$ cat config.mk
export PLATFORM = sky130hd
export DESIGN_NAME = seq_detect_sched
export DESIGN_NICKNAME = d
export VERILOG_FILES = /design/src/rtl/seq_detect_sched.sv
export SDC_FILE = /design/constraint.sdc
export NUM_CORES = 1
export LEC_CHECK = 0
export BUFFER_PORTS_ARGS = -buffer_cell sky130_fd_sc_hd__buf_4
export CORE_MARGIN = 3
export CORE_UTILIZATION = 30
export CTS_BUF_LIST = sky130_fd_sc_hd__clkbuf_2
export CTS_CLUSTER_SIZE = 8
export DETAILED_ROUTE_END_ITERATION = 8
export GPL_TIMING_DRIVEN = 1
export HOLD_SLACK_MARGIN = 0.12
export REMOVE_ABC_BUFFERS = 1
export SYNTH_ARGS = -nofsm -noshare
export SYNTH_HDL_FRONTEND = slang
export SYNTH_SLANG_ARGS = --single-unit
$ cat constraint.sdc
create_clock -name clk -period 5 [get_ports clk]
set_input_delay 0.5 -clock clk [delete_from_list [all_inputs] [get_ports clk]]
set_output_delay 0.5 -clock clk [all_outputs]
set_load 0.02 [all_outputs]
$ cat src/rtl/seq_detect_sched.sv
// Round-robin scheduler sharing one programmable bit-serial pattern detector
// among NCH serial channels; hits are tagged with the source channel and counted.
module seq_detect_sched #(
    parameter int               NCH     = 4,
    parameter int               PAT_W   = 8,
    parameter int               BURST   = 16,
    parameter logic [PAT_W-1:0] PATTERN = 8'b01110001
) (
    input  logic                   clk,
    input  logic                   rst_n,
    input  logic [NCH-1:0]         req,
    input  logic [NCH-1:0]         din,
    output logic [NCH-1:0]         gnt,
    output logic                   busy,
    input  logic                   cfg_we,
    input  logic [PAT_W-1:0]       cfg_pattern,
    output logic                   match,
    output logic [$clog2(NCH)-1:0] match_ch,
    output logic [15:0]            match_cnt
);
    localparam int CW = $clog2(NCH);
    localparam int FW = $clog2(PAT_W + 1);
    localparam int BW = $clog2(BURST + 1);

    typedef enum logic {IDLE, RUN} state_t;

    state_t           state_q, state_d;
    logic [CW-1:0]    ptr_q, cur_q, pick;
    logic [CW:0]      scan;
    logic             found, start, done;
    logic [PAT_W-1:0] hist_q, hist_d, pat_q;
    logic [FW-1:0]    fill_q;
    logic [BW-1:0]    bcnt_q;
    logic             consume, hit, last;

    // First requester at or after the rr pointer, wrapping modulo NCH.
    always_comb begin
        found = 1'b0;
        pick  = '0;
        scan  = '0;
        for (int k = 0; k < NCH; k++) begin
            scan = {1'b0, ptr_q} + (CW+1)'(k);
            if (scan >= (CW+1)'(NCH))
                scan = scan - (CW+1)'(NCH);
            if (!found && req[scan[CW-1:0]]) begin
                found = 1'b1;
                pick  = scan[CW-1:0];
            end
        end
    end

    assign consume = (state_q == RUN) && req[cur_q];
    assign hist_d  = {hist_q[PAT_W-2:0], din[cur_q]};
    // fill_q counts bits before this one, so PAT_W-1 means the window is full after the shift.
    assign hit     = consume && (hist_d == pat_q) && (fill_q >= FW'(PAT_W - 1));
    assign last    = (bcnt_q == BW'(BURST - 1));
    assign busy    = (state_q == RUN);

    always_ff @(posedge clk or negedge rst_n) begin
        if (!rst_n) state_q <= IDLE;
        else        state_q <= state_d;
    end

    always_comb begin
        state_d = state_q;
        start   = 1'b0;
        done    = 1'b0;
        case (state_q)
            IDLE: begin
                if (!cfg_we && found) begin
                    state_d = RUN;
                    start   = 1'b1;
                end
            end
            RUN: begin
                if (!consume || last) begin
                    state_d = IDLE;
                    done    = 1'b1;
                end
            end
            default: state_d = IDLE;
        endcase
    end

    always_ff @(posedge clk or negedge rst_n) begin
        if (!rst_n) begin
            gnt       <= '0;
            ptr_q     <= '0;
            cur_q     <= '0;
            hist_q    <= '0;
            fill_q    <= '0;
            bcnt_q    <= '0;
            pat_q     <= PATTERN;
            match     <= 1'b0;
            match_ch  <= '0;
            match_cnt <= '0;
        end else begin
            match <= hit;
            if (hit) begin
                match_ch <= cur_q;
                if (match_cnt != 16'hFFFF)
                    match_cnt <= match_cnt + 16'd1;
            end
            if (state_q == IDLE && cfg_we) begin
                pat_q     <= cfg_pattern;
                match_cnt <= '0;
            end
            if (start) begin
                gnt    <= NCH'(1) << pick;
                cur_q  <= pick;
                hist_q <= '0;
                fill_q <= '0;
                bcnt_q <= '0;
            end
            if (consume) begin
                hist_q <= hist_d;
                bcnt_q <= bcnt_q + BW'(1);
                if (fill_q != FW'(PAT_W))
                    fill_q <= fill_q + FW'(1);
            end
            if (done) begin
                gnt   <= '0;
                ptr_q <= (cur_q == CW'(NCH - 1)) ? '0 : cur_q + CW'(1);
            end
        end
    end
endmodule

* Yosys cells after proc, flatten, opt, wreduce, memory -nomap -nowiden
Cells that the tools add are included.
** Word-level totals
- Word-level logic and storage cells :: 101
- Bits of input ports :: 19
- Bits in registers :: 52
- Output and inout bits :: 24
** Operators by class
- Add/subtract/negate cells :: 11
- Bitwise gates (word level) :: 1
- Shifts and indexed selects :: 1
- Mux-type cells :: 43
- Reduce and logical (&&, ||, !) cells :: 19
- Order comparisons :: 10
- Eq/ne operators :: 5
** Operators by type and width (number)
- 16-bit 2-to-1 mux :: 3
- 4-bit 2-to-1 mux :: 5
- 2-bit 2-to-1 mux :: 9
- 16-bit by 1-bit adder with 16-bit output (second input constant) :: 1
- 16-bit inequality test (second input constant) :: 1
- 2-bit by 3-bit < comparator with 1-bit output (second input constant) :: 5
- 1-bit 2-to-1 mux :: 15
- 7-bit 2-to-1 mux :: 2
- 1-bit binary-select mux with 2-bit select :: 6
- 5-bit 2-to-1 mux :: 2
- 3-bit greater-or-equal comparator (second input constant) :: 3
- 8-bit equality test :: 1
- 1-bit logical AND :: 8
- 2-bit nonzero test :: 4
- 2-bit by 1-bit subtractor with 2-bit output (second input constant) :: 4
- 2-bit by 2-bit adder with 3-bit output (second input constant) :: 2
- 5-bit by 1-bit adder with 5-bit output (second input constant) :: 1
- 5-bit by 4-bit equality test with 1-bit output (second input constant) :: 1
- 1-bit logical NOT :: 5
- 4-bit by 1-bit adder with 4-bit output (second input constant) :: 1
- 4-bit by 3-bit greater-or-equal comparator with 1-bit output (second input constant) :: 1
- 4-bit inequality test (second input constant) :: 1
- 1-bit by 2-bit left shift with 4-bit output (first input constant) :: 1
- 2-bit by 1-bit adder with 3-bit output (second input constant) :: 1
- other kinds (7) :: 7

* Logic depth before layout (Yosys ltp)
Gate-level depths: netlist (run 1).
- Word-level depth :: 20
- Depth in mapped cells :: 8

* Worst setup path after synthesis (run 1)
No wires, ideal clock.
- Path kind :: input to register
- Start :: input din[3]
- End :: register match_cnt[11]
- Stages on the path :: 7
- Path buffers :: 2
- Setup time :: 0.130 ns
- Setup slack :: 2.919 ns
- Arrival :: 1.952 ns
- Cells stage by stage :: mux4_2 > xnor2_2 > nand4_4 > buf_6 > buf_2 > o31ai_1 > a21oi_1
** Between the ends
- Word-level cells in the longest chain between the ends :: 7
** Ends and longest elaborated chain
- from (decl) :: RTL line 12 : input logic [NCH-1:0] din,
- 1-bit binary-select mux with 2-bit select :: RTL line 53 : assign hist_d = {hist_q[PAT_W-2:0], din[cur_q]};
- 1-bit 2-to-1 mux (implied by the code) :: RTL line 53
- 8-bit equality test :: RTL line 55 : assign hit = consume && (hist_d == pat_q) && (fill_q >= FW'(PAT_W - 1));
- 1-bit logical AND (2 in series) :: RTL line 55
- 2-bit nonzero test (no source line)
- 2-bit AND reduction (no source line)
- to (signal assigned) :: RTL line 102 : match_cnt <= match_cnt + 16'd1;
- to (decl) :: RTL line 19 : output logic [15:0] match_cnt
No other way between the ends. The select of a mux whose other input is x is not followed.
A chain may end at the register's enable or synchronous reset.

* Worst setup path in the final report (run 1)
- Start :: register cur_q[0]
- End :: register match_cnt[3]
** Between the ends
- Word-level cells in the longest chain between the ends :: 7
** Ends and longest elaborated chain
- from (decl) :: RTL line 28 : logic [CW-1:0] ptr_q, cur_q, pick;
- from (signal assigned) :: RTL line 110 : cur_q <= pick;
- 1-bit binary-select mux with 2-bit select, on equally long branches :: RTL line 53, 52
- 1-bit 2-to-1 mux, on equally long branches :: RTL line 53, 52
- 8-bit equality test / 1-bit logical AND (equally long branches) :: RTL line 55, 52
- 1-bit logical AND * (2 in series) :: RTL line 55
- 2-bit nonzero test (no source line) *
- 2-bit AND reduction (no source line) *
Every way passes the cells marked *; elsewhere a longest branch is shown, timed or not. The select of a mux whose other input is x is not followed.

==> results.md, run 1 <==
- The run finished with clean final reports.
- The area of the die is 10300 um2.
- Global routing consumed, on the met2 layer, 20.4% of the routing resources.
- In this run the power density over the cells is 389 nW/um2.
- In the final layout, the share of cells above drive strength 1 is 21.3%.
- The core region is 8760 um2.
- The most critical setup path has its startpoint at cur_q[0].
- The count of nets left with antenna violations once routing finished came out at 0.
- The type of the worst setup path is reg -> reg.
- In the routed design, unresolved DRC markers number 0.
- The number of gates resized after cts is 0.
- The worst setup path is launched from a register.
- After clock tree synthesis, the clock-pin slew on the worst setup and hold paths is 260 ps.
- The count of max-cap constraint violations is 0.
- The clock latency on the worst-skew pair is 430 ps.
- The final net count is 352.
- The final-report max-slew violation count is 0.
- The mean cell area of the mapped netlist is 9.51 um2.
- The final clock period utilization by the worst path is 49.1%.
- The final-layout fill cell count is 932.
- The origin of the worst min-delay path is cfg_pattern[6].
- The highest clock rate is 407 MHz.
- The setup check on the worst reg-to-reg path leaves a slack of 2540 ps.
- The clock drives 52 sinks.
- Entering global routing, the biggest net connects 53 pins.
- Yosys printed 0 warnings.
- Detailed placement ended at an HPWL of 4.15 mm.
- In this run the deepest clock path goes through 2 buffers.
- The floorplan row count is 34.
- The count of endpoints failing setup in the final report is 0.
- The final critical delay including setup and external delays is 2460 ps.
- The number of synthesized register bits is 52.
- For the worst setup path, the data required time is 5360 ps.
- The power after layout is 0.00124 W.
- The routability-driven placement congestion ratio is 0.761.
- In the final routed layout, each cell accounts on average for 13.9 um.
- The DRC violation total after the first TritonRoute iteration is 167.
- The relative area change from synthesis to final layout is 16.3%.
- In this design, the largest share of critical-path delay is due to simple AND/OR/NAND/NOR gates.
- Global routing used 1.93% of the available met3 tracks.
- Walking the worst path, the cells encountered are mux4_2, xnor2_2, nand4_4, or4_1, a21oi_1.
- The wire length reported by the detailed router is 6.07 mm.
- The startpoint identified for the worst register-to-register timing path is cur_q[0].
- The aggregate global routing overflow is 0.
- Before antenna repair, the detailed router went through 4 iterations.
- Measured along the y axis, the die boundary spans 101 um.
- In this run, synthesis inferred 0 flip-flops with an integrated enable.
- The standard cell with the maximum stage delay on the critical path is sky130_fd_sc_hd__or4_1.
- The hold violation total from the final report came to 0.
- Setup repair after global routing left no endpoint under its margin.
- Summed over its instances, the top area cell type makes up 44.0% of the synthesized netlist area.
- For this run, global-route usage on met1 was measured as 17.1%.
- The critical path's largest stage delay is 600 ps.
- The proportion of synthesized chip area in sequential cells is 47.9%.
- The synthesized netlist occupies a cell area of 2730 um2.
- Clock skew on the completed layout was measured at 22.8 ps.
- The sequential cell area in the final layout is 1310 um2.
- Along the worst path, the maximum fanout reaches 27.
- The capturing element type of the critical path is a register.
- IR analysis of the VDD net gives a maximum drop of 0.233 mV.
- At the worst endpoint, the arrival time is 2820 ps.
- The number of H-tree levels is 2.
- Counting distinct cell types in the post-synthesis netlist gives 52.
- The routed via count is 2207.
- Once the floorplan was initialized, standard cells occupied 31.1% of the core.
- In this run the tightest slew margin relative to its limit is 55.4%.
- The initial antenna violation count was 0.
- The TritonCTS clock tree is built.
- The synthesized netlist cell count is 287.
- Counting both buffers and inverters, the worst setup path holds a total of 0.
- The most used flip-flop cell after synthesis is sky130_fd_sc_hd__dfrtp_1.
- Across every metal layer, demand over resource in global routing totals 12.5%.
- The accumulated negative setup slack is 0 ps.
- Input and output buffers added on the ports amount to 42.
- In this run the static leakage power is 1.48 nW.
- The largest total area in the synthesized netlist belongs to sky130_fd_sc_hd__dfrtp_1.
- The tightest min-delay check is of the in -> reg type.
- At the pin with the least slew margin, the transition time is 670 ps.
- The CTS buffer count is 5.
- The count of antenna diodes in the layout is 0.
- The global-route wire length before repair is 10.4 mm.
- The die is 101 um wide.
- The number of global-route vias before repair came to 2133.
- The tree is rooted in a sky130_fd_sc_hd__clkbuf_2.
- The average vias per placed instance is 5.06.
- The highest-utilization routing layer at the global route stage is met2.
- The combined area of the multi-input logic cells is 1330 um2.
- Ranked by total cell area, the synthesized netlist is headed by sky130_fd_sc_hd__dfrtp_1, sky130_fd_sc_hd__nand2_1, sky130_fd_sc_hd__dfstp_2, sky130_fd_sc_hd__nand3_1, sky130_fd_sc_hd__a21oi_1.
- The total I/O pin count is 43.
- For this run, asynchronously set or reset flops after synthesis account for 100%.
worst register-to-register path, delay by kind of cell (launching register included):
family,cells,cell delay (ps)
flip-flops,1,530
XOR/XNOR,1,200
AO/OA/AOI/OAI,1,140
AND/OR/NAND/NOR,2,960
multiplexers,1,580
repair_timing:
| item | CTS | global route |
|---|---|---|
| hold endpoints to repair | 48 | 0 |
| hold buffers | 1 | 0 |
| buffers inserted | 0 | 0 |
logic make-up (layout without fill, tap and decap cells):
kind of cell / count (synthesis) / after routing / share of synthesized area (%)
AO/OA/AOI/OAI: 62 / 62 / 13.9
XOR/XNOR: 10 / 10 / 3.48
adder cells (fa/ha/maj): 6 / 6 / 2.75
buffers and inverters: 18 / 59 / 3.53
flip-flops: 52 / 52 / 47.9
multiplexers: 7 / 7 / 3.53
AND/OR/NAND/NOR: 132 / 132 / 24.9
per-stage QoR:
step           cell area (um2)  util [%]  worst slack [ps]  hold slack, ps  std cells
3_3_place_gp              3120      35.7              2550             458        427
5_1_grt                   3170      36.2              2360             203        436
2_1_floorplan             2660         -              1940             204        276
4_1_cts                   3170      36.2              2530             193        436
6_report                  3170      36.2              2540             221        436
3_5_place_dp              3120      35.7              2480             461        427
worst paths after layout:
kind / cells past startpoint / endpoint
worst max-delay path: 5 / match_cnt[3]
worst min-delay path: 3 / pat_q[6]
worst max register to register: 5 / match_cnt[3]
worst min register to register: 2 / pat_q[5]
max in group asynchronous: 2 / hist_q[1]
min in group asynchronous: 2 / match_cnt[7]
cells in the final DEF (no fill, tap or decap), drive strengths merged, types with 2 or more instances in the layout:
master and instances:
nand2 67, dfrtp 48, buf 43, o21ai 20, nand3 18, a21oi 17
nor2 9, or4 9, o31ai 8, xor2 7, clkbuf 7, inv 7
ha 6, nor4 5, nand2b 4, mux2i 4, dfstp 4, and3 4
and2 4, a21o 3, or3 3, xnor2 3, nand4 3, mux4 2
nor3 2, o21a 2, a22oi 2, a21boi 2
final cells by class:
class                           count  area share, %
Clock buffer                        7           1.10
Tap cell                          108           4.26
Clock inverter                      1          0.158
Sequential cell                    52           41.2
Inverter                            7          0.828
Multi-Input combinational cell    217           42.0
Timing Repair Buffer               44           10.5
layer usage:
layer	wire, um	part of all wire [%]
met5	0	0
met4	72	1.2
met3	215	3.5
met2	2920	48
met1	2860	47
cells in the mapped netlist (2+ instances only):
master	number
sky130_fd_sc_hd__nand2_1	67
sky130_fd_sc_hd__dfrtp_1	48
sky130_fd_sc_hd__nand3_1	18
sky130_fd_sc_hd__a21oi_1	17
sky130_fd_sc_hd__o21ai_0	13
sky130_fd_sc_hd__nor2_1	9
sky130_fd_sc_hd__or4_1	9
sky130_fd_sc_hd__o31ai_1	8
sky130_fd_sc_hd__o21ai_1	7
sky130_fd_sc_hd__xor2_1	7
sky130_fd_sc_hd__clkbuf_1	6
sky130_fd_sc_hd__ha_1	6
sky130_fd_sc_hd__inv_1	6
sky130_fd_sc_hd__dfstp_2	4
sky130_fd_sc_hd__mux2i_1	4
sky130_fd_sc_hd__nand2b_1	4
sky130_fd_sc_hd__a21o_1	3
sky130_fd_sc_hd__and2_1	3
sky130_fd_sc_hd__and3_1	3
sky130_fd_sc_hd__nor4_1	3
sky130_fd_sc_hd__or3_1	3
sky130_fd_sc_hd__a22oi_1	2
sky130_fd_sc_hd__clkbuf_8	2
sky130_fd_sc_hd__mux4_2	2
sky130_fd_sc_hd__nand4_1	2
sky130_fd_sc_hd__nor3_1	2
sky130_fd_sc_hd__nor4_4	2
sky130_fd_sc_hd__o21a_1	2
sky130_fd_sc_hd__xnor2_1	2
sequential cells by signal, summed over array words and instances, names as in the netlist, 2 cells and up:
register,count
match_ch,2
pat_q,8
hist_q,7
gnt,4
match_cnt,16
ptr_q,2
cur_q,2
bcnt_q,5
fill_q,4
power by group:
part,internal (W),switching [W],total [W]
sequential,0.000530,0.0000941,0.000624
clock,0.0000382,0.000128,0.000166
combinational,0.000183,0.000261,0.000445
total,0.000752,0.000484,0.00124
Power figures use the tool's default switching activity.
==> inputs of run 2 (changes only) <==
clock period = 2.5 ns   (was 5 ns; I/O delays follow)
==> results.md, run 2 (same netlist as run 1, synthesis figures left out) <==
- The capture instance of the worst register-to-register path is match_cnt[6].
- The worst setup path is launched from a register.
- The count of max-cap constraint violations came to 0 (unchanged).
- The average vias per placed instance came to 5.04 (-0.48%).
- The DRC violation total after the first TritonRoute iteration is 145 (-13%).
- The count of buffers from port buffering is 42 (unchanged).
- The maximum vdd ir drop is 0.465 mV (+100%).
- The worst reg-to-reg setup slack was 180 ps (-2360 ps).
- The internal power of the cells is 0.00163 W (+120%).
- The routability-driven placement congestion ratio is 0.804 (+5.6%).
- The global router's overall resource usage is 12.7% (+0.25 points).
- The number of H-tree levels is 2 (unchanged).
- The routed wire length per instance is 14.0 um (+0.64%).
- The initial antenna violation count was 0 (unchanged).
- The summed area of non-filler cells in the final layout is 3320 um2 (+4.7%).
- The wire length reported by the detailed router was 6.29 mm (+3.6%).
- The count of antenna diodes in the layout was 0 (unchanged).
- The final critical delay including setup and external delays was 2320 ps (-137 ps).
- The relative slew slack came to 53.4% (-1.9 points).
- The clock latency on the worst-skew pair is 450 ps (+20 ps).
- The number of DRC violations after detailed routing is 0 (unchanged).
- The run finished with clean final reports.
- The area of the die came to 10300 um2 (unchanged).
- The sum of routed wire segments on met1 is 3.02 mm (+5.7%).
- The maximum fanout count along the critical path is 13 (-52%).
- The total I/O pin count came to 43 (unchanged).
- The reported leakage power is 1.54 nW (+4.6%).
- The worst-case clock buffer depth is 2 (unchanged).
- The number of detailed-route iterations in the first pass is 4 (unchanged).
- The total length of routed met2 wires was 2.97 mm (+1.8%).
- The capturing element type of the critical path is a register.
- The worst hold-check slack came to 236 ps (+15.0 ps).
- The vertical die dimension is 101 um (unchanged).
- The total number of clock tree sinks is 52 (unchanged).
- The largest net degree at the start of global routing is 53 (unchanged).
- The proportion of total power due to net switching is 37.9% (-1.2 points).
- The clock network power share is 16.7% (+3.2 points).
- The number of global-route vias before repair is 2096 (-1.7%).
- The met3 routed wirelength is 208 um (-3.3%).
- In the final layout, the registers with the most flip-flops are match_cnt x16, pat_q x8, hist_q x7.
- The required arrival time at the worst endpoint is 2860 ps (-2500 ps).
- The share of total power in combinational logic is 36.0% (about the same).
- The number of flip-flops in the largest register was 16 (unchanged).
- The CTS buffer count is 5 (unchanged).
- The power spent charging and discharging nets was 0.000997 W (+110%).
- The TritonCTS clock tree is built.
- The floorplan row count is 34 (unchanged).
- The critical path data arrival time was 2680 ps (-140 ps).
- The final-report max-slew violation count is 0 (unchanged).
- The number of cells on the worst reg-to-reg path came to 5 (unchanged).
- The core area is 8760 um2 (unchanged).
- Following the worst setup path forward leads to its endpoint at match_cnt[6].
- The final-layout fill cell count is 896 (-3.9%).
- The detailed-placement wirelength estimate is 4.19 mm (+0.91%).
- The worst-case clock skew was 41.2 ps (+18.3 ps).
- The final clock period utilization by the worst path is 92.8% (+44 points).
- In this run the critical register-to-register path is launched from cur_q[0].
- The count of endpoints failing setup in the final report was 0 (unchanged).
- The starting density of the core is 31.1% (unchanged).
- The start point of the critical path is cur_q[0].
- The pin slew with the least headroom to its limit was 699 ps (+28.9 ps).
- The classification of the worst-slack hold path is in -> reg.
- The highest clock rate is 431 MHz (+5.9%).
- The critical path's largest stage delay is 560 ps (-40 ps).
- The clock edge transition at the registers on the reported setup and hold paths is 280 ps (+20 ps).
- The global-route wire length before repair is 10.6 mm (+1.7%).
- The slowest stage of the critical path is the sky130_fd_sc_hd__mux4_2 cell.
- The routed via count was 2262 (+2.5%).
- Routed signal wires occupy layers up through met4.
- The horizontal die dimension is 101 um (unchanged).
- The library cell used most frequently in the layout, excluding fill and tap cells, is sky130_fd_sc_hd__nand2_1.
- The top cell types in the final layout, fill and taps aside, are sky130_fd_sc_hd__nand2_1, sky130_fd_sc_hd__dfrtp_1, sky130_fd_sc_hd__buf_4.
- The areal power density over the cells is 791 nW/um2 (+100%).
- The total placed instance area is 3140 um2 (+0.48%).
- Walking the worst path, the cells encountered are mux4_2, xnor2_2, nand4_4, or4_1, a21oi_1.
- The root buffer cell is sky130_fd_sc_hd__clkbuf_2.
- The final net count was 365 (+3.7%).
- The type of the worst setup path is reg -> reg.
- The aggregate global routing overflow was 0 (unchanged).
- The relative area change from synthesis to final layout is 21.8%.
- The hold violation total from the final report is 0 (unchanged).
- The share of post-route cells with drive strength above 1 is 22.3% (+0.95 points).
- The sequential fraction of design power is 47.3% (-3.2 points).
- The register with the most flip-flops in the final layout is match_cnt.
- Setup repair after global routing left no endpoint under its margin.
- The number of nets still failing antenna checks after routing is 0 (unchanged).
run 2: final cells by class:
type | count | area [um2] | share of cell area, %
multi-input cells | 218 | 1350 | 40.5
repair buffers | 56 | 443 | 13.3
clock inverters | 2 | 35.0 | 1.05
well taps | 108 | 135 | 4.07
inverters | 7 | 26.3 | 0.791
flip-flops and latches | 52 | 1310 | 39.3
clock buffers | 6 | 30.0 | 0.904
run 2: worst max-delay path, delay by kind of cell, from the launching register on:
family | cells | cell delay, ps
and+or+nand+nor | 2 | 790
muxes | 1 | 560
DFF | 1 | 480
xor gates and xnor gates | 1 | 250
AOI/OAI and AO/OA | 1 | 150
run 2: timing repair:
item,4_1_cts,5_1_grt
hold buffers,9,0
setup buffers,0,2
resized for setup,0,1
endpoints found under the hold margin,56,0
endpoints found under the setup margin,4,9
gates cloned,1,0
run 2: power groups by stage:
stage	Clock, W	Sequential (W)	Combinational, W
after global placement	0	0.00126	0.000906
final	0.000439	0.00124	0.000947
after floorplan	0	0.00127	0.000613
after global routing	0.000480	0.00128	0.00108
after CTS	0.000460	0.00125	0.000953
after detailed placement	0	0.00126	0.000918
run 2: worst min path at each step:
| stage | cells after the start | endpoint | from |
|---|---|---|---|
| finish | 6 | gnt[3] | cfg_we |
| global route | 6 | gnt[3] | cfg_we |
| CTS | 6 | gnt[3] | cfg_we |
| detailed placement | 1 | match_cnt[1] | rst_n |
| global placement | 1 | match_cnt[1] | rst_n |
| floorplan | 0 | bcnt_q[0] | rst_n |
run 2: through the flow:
| stage | cells | power, W | setup TNS, ps | setup WS (ps) | utilization [%] |
|---|---|---|---|---|---|
| after floorplan | 276 | 0.00188 | -1770 | -311 | - |
| after global placement | 429 | 0.00216 | 0 | 155 | 35.8 |
| after detailed placement | 429 | 0.00218 | 0 | 70.2 | 35.8 |
| after CTS | 447 | 0.00266 | 0 | 34.6 | 37.7 |
| after global routing | 449 | 0.00284 | 0 | 18.5 | 37.9 |
| final | 449 | 0.00263 | 0 | 180 | 37.9 |
run 2: metal layers:
| metal | global-route usage [%] | up-vias |
|---|---|---|
| li1 | - | 1126 |
| met1 | 17.8 | 1078 |
| met2 | 20.3 | 50 |
| met3 | 1.86 | 8 |
| met4 | 4.09 | 0 |
| met5 | 0 | - |
==> inputs of run 3 (changes only) <==
REMOVE_ABC_BUFFERS = default   (was 1)
==> results.md, run 3 (same netlist as run 1, synthesis figures left out) <==
- The total placed instance area is 3160 um2 (+0.72%).
- The worst-case clock buffer depth is 2 (unchanged).
- The worst setup slack after placement is 249 ps (+179 ps).
- The worst hold path begins at cfg_we.
- The final standard cell utilization of the core came to 37.6% (-0.37 points).
- The DRC violation total after the first TritonRoute iteration was 76 (-48%).
- The library cells used most frequently in the layout, excluding fill and tap cells, are sky130_fd_sc_hd__nand2_1, sky130_fd_sc_hd__dfrtp_1, sky130_fd_sc_hd__buf_4.
- The most common library cell in the layout ignoring fill and taps is sky130_fd_sc_hd__nand2_1.
- The starting density of the core is 31.1% (unchanged).
- The horizontal die dimension was 101 um (unchanged).
- The worst-case clock skew came to 23.7 ps (-17.4 ps).
- The routed wire length per instance is 13.7 um (-2.4%).
- The number of nets still failing antenna checks after routing came to 0 (unchanged).
- The area of the die is 10300 um2 (unchanged).
- The cell count of the worst hold path is 5 (-1).
- CTS placed an instance of sky130_fd_sc_hd__clkbuf_2 at the clock tree root.
- The signal on the critical path passes through mux4_2, xnor2_2, nand4_4, or4_1, a21oi_1.
- The global router's overall resource usage is 12.8% (+0.072 points).
- The clock edge transition at the registers on the reported setup and hold paths is 250 ps (-30 ps).
- The areal power density over the cells is 766 nW/um2 (-3.1%).
- The global-route wire length before repair is 10.6 mm (-0.65%).
- For this design, the slowest cell found on the critical path is sky130_fd_sc_hd__or4_1.
- The number of detailed-route iterations in the first pass is 4 (unchanged).
- The number of gates resized after cts is 0 (unchanged).
- The number of global-route vias before repair came to 2186 (+4.3%).
- The final worst setup slack is 214 ps (+34.5 ps).
- The initial antenna violation count is 0 (unchanged).
- The accumulated negative setup slack was 0 ps (unchanged).
- The net count of the mapped netlist is 312.
- The count of antenna diodes in the layout is 0 (unchanged).
- The summed area of non-filler cells in the final layout came to 3290 um2 (-0.98%).
- The relative slew slack was 55.4% (+2.0 points).
- Setup repair after global routing left no endpoint under its margin.
- The largest registers in the layout are match_cnt x16, pat_q x8, hist_q x7.
- The largest net degree at the start of global routing was 53 (unchanged).
- The number of flip-flops in the largest register is 16 (unchanged).
- The pin slew with the least headroom to its limit is 669 ps (-29.7 ps).
- The power after layout is 0.00252 W (-4.1%).
- The required arrival time at the worst endpoint is 2860 ps (about the same).
- The CTS buffer count came to 5 (unchanged).
- The end point of the worst hold path is cur_q[1].
- The share of post-route cells with drive strength above 1 came to 21.7% (-0.59 points).
- Relative to the synthesized area, the layout overhead comes to 20.6%.
- The routed via count is 2234 (-1.2%).
- The detailed-placement wirelength estimate is 4.35 mm (+4.0%).
- The average vias per placed instance is 4.98 (-1.2%).
- The flow ran to the end, and the final reports show no timing, DRC or antenna violations.
- The total number of clock tree sinks is 52 (unchanged).
- The maximum fanout count along the critical path came to 25 (+12).
- The core area was 8760 um2 (unchanged).
- The critical path's largest stage delay is 590 ps (+30 ps).
- The vertical die dimension came to 101 um (unchanged).
- The maximum vdd ir drop came to 0.351 mV (-24%).
- The critical path is of the reg -> reg type.
- STA classifies the critical path endpoint as a register.
- The count of endpoints failing setup in the final report is 0 (unchanged).
- The clock latency on the worst-skew pair was 420 ps (-30 ps).
- The final net count is 365 (unchanged).
- The worst reg-to-reg setup slack is 210 ps (+30 ps).
- The register with the most flip-flops in the final layout is match_cnt.
- The critical path data arrival time is 2650 ps (-30 ps).
- The highest clock rate came to 437 MHz (+1.5%).
- The reported leakage power came to 1.53 nW (-0.81%).
- The worst register-to-register path ends at match_cnt[6].
- The reg-to-reg startpoint is cur_q[0].
- The count of buffers from port buffering came to 42 (unchanged).
- TritonCTS built the clock tree.
- The count of max-cap constraint violations is 0 (unchanged).
- The total I/O pin count came to 43 (unchanged).
- The number of H-tree levels is 2 (unchanged).
- The routability-driven placement congestion ratio is 0.760 (-5.5%).
- The type of origin of the critical path is a register.
- The number of DRC violations after detailed routing is 0 (unchanged).
- The classification of the worst-slack hold path is in -> reg.
- The floorplan row count is 34 (unchanged).
- The wire length reported by the detailed router was 6.14 mm (-2.4%).
- The aggregate global routing overflow was 0 (unchanged).
- The hold violation total from the final report is 0 (unchanged).
- The final-report max-slew violation count is 0 (unchanged).
- The final clock period utilization by the worst path came to 91.4% (-1.4 points).
- The final critical delay including setup and external delays is 2290 ps (-34.5 ps).
- The number of cells on the worst reg-to-reg path is 5 (unchanged).
## run 3: cell count changes in the layout (fill, tap and decap cells not counted)
cell	before	now
sky130_fd_sc_hd__clkinv_2	1	0
sky130_fd_sc_hd__nand4_2	1	0
sky130_fd_sc_hd__bufinv_16	1	0
sky130_fd_sc_hd__clkinv_1	0	1
sky130_fd_sc_hd__dfrtp_2	1	0
sky130_fd_sc_hd__buf_4	47	48
sky130_fd_sc_hd__dfrtp_1	47	48
sky130_fd_sc_hd__clkbuf_2	6	7
## run 3: routing by layer
layer	global-route usage, %	routed length (um)	up-vias
li1	-	-	1122
met3	2.13	207	5
met1	17.1	2960	1077
met4	3.99	60	0
met2	21.2	2900	30
met5	0	0	-
## run 3: area by class of cell
type	count	area [um2]
clock buffer	7	35.0
clock inverter	1	3.75
fill	922	5470
inverter	7	26.3
multi-input combinational	217	1330
sequential	52	1310
tap	108	135
timing repair buffer	57	450
## run 3: worst max path at each step
| stage | startpoint | to | slack [ps] | depth (start not counted) |
|---|---|---|---|---|
| after floorplan | cur_q[0] | match_cnt[11] | 420 | 7 |
| after global placement | cur_q[0] | match_cnt[6] | 290 | 5 |
| after detailed placement | cur_q[0] | match_cnt[9] | 250 | 5 |
| after CTS | cur_q[0] | match_cnt[9] | 200 | 5 |
| after global routing | cur_q[0] | match_cnt[9] | 40 | 5 |
| final | cur_q[0] | match_cnt[6] | 210 | 5 |
## run 3: critical path, delay by kind of cell, from the launching register on
| kind | cells | cell delay (ps) |
|---|---|---|
| AO/OA/AOI/OAI | 1 | 150 |
| flip-flops | 1 | 440 |
| XOR/XNOR | 1 | 190 |
| AND/OR/NAND/NOR | 2 | 900 |
| multiplexers | 1 | 550 |
## run 3: where the power goes
group | switching [W] | internal [W] | total [W] | leakage, nW
combinational | 0.000537 | 0.000409 | 0.000946 | 0.812
clock | 0.000252 | 0.0000748 | 0.000327 | 0.0306
sequential | 0.000189 | 0.00106 | 0.00125 | 0.690
## run 3: what timing repair did
action	CTS	global route
buffers inserted	0	0
hold buffers	9	0
hold endpoints to repair	56	0
## run 3: stage by stage
step / hold WS [ps] / std cells
floorplan: -45.6 / 287
global placement: 333 / 432
detailed placement: 332 / 432
CTS: 238 / 449
global route: 248 / 449
finish: 263 / 449
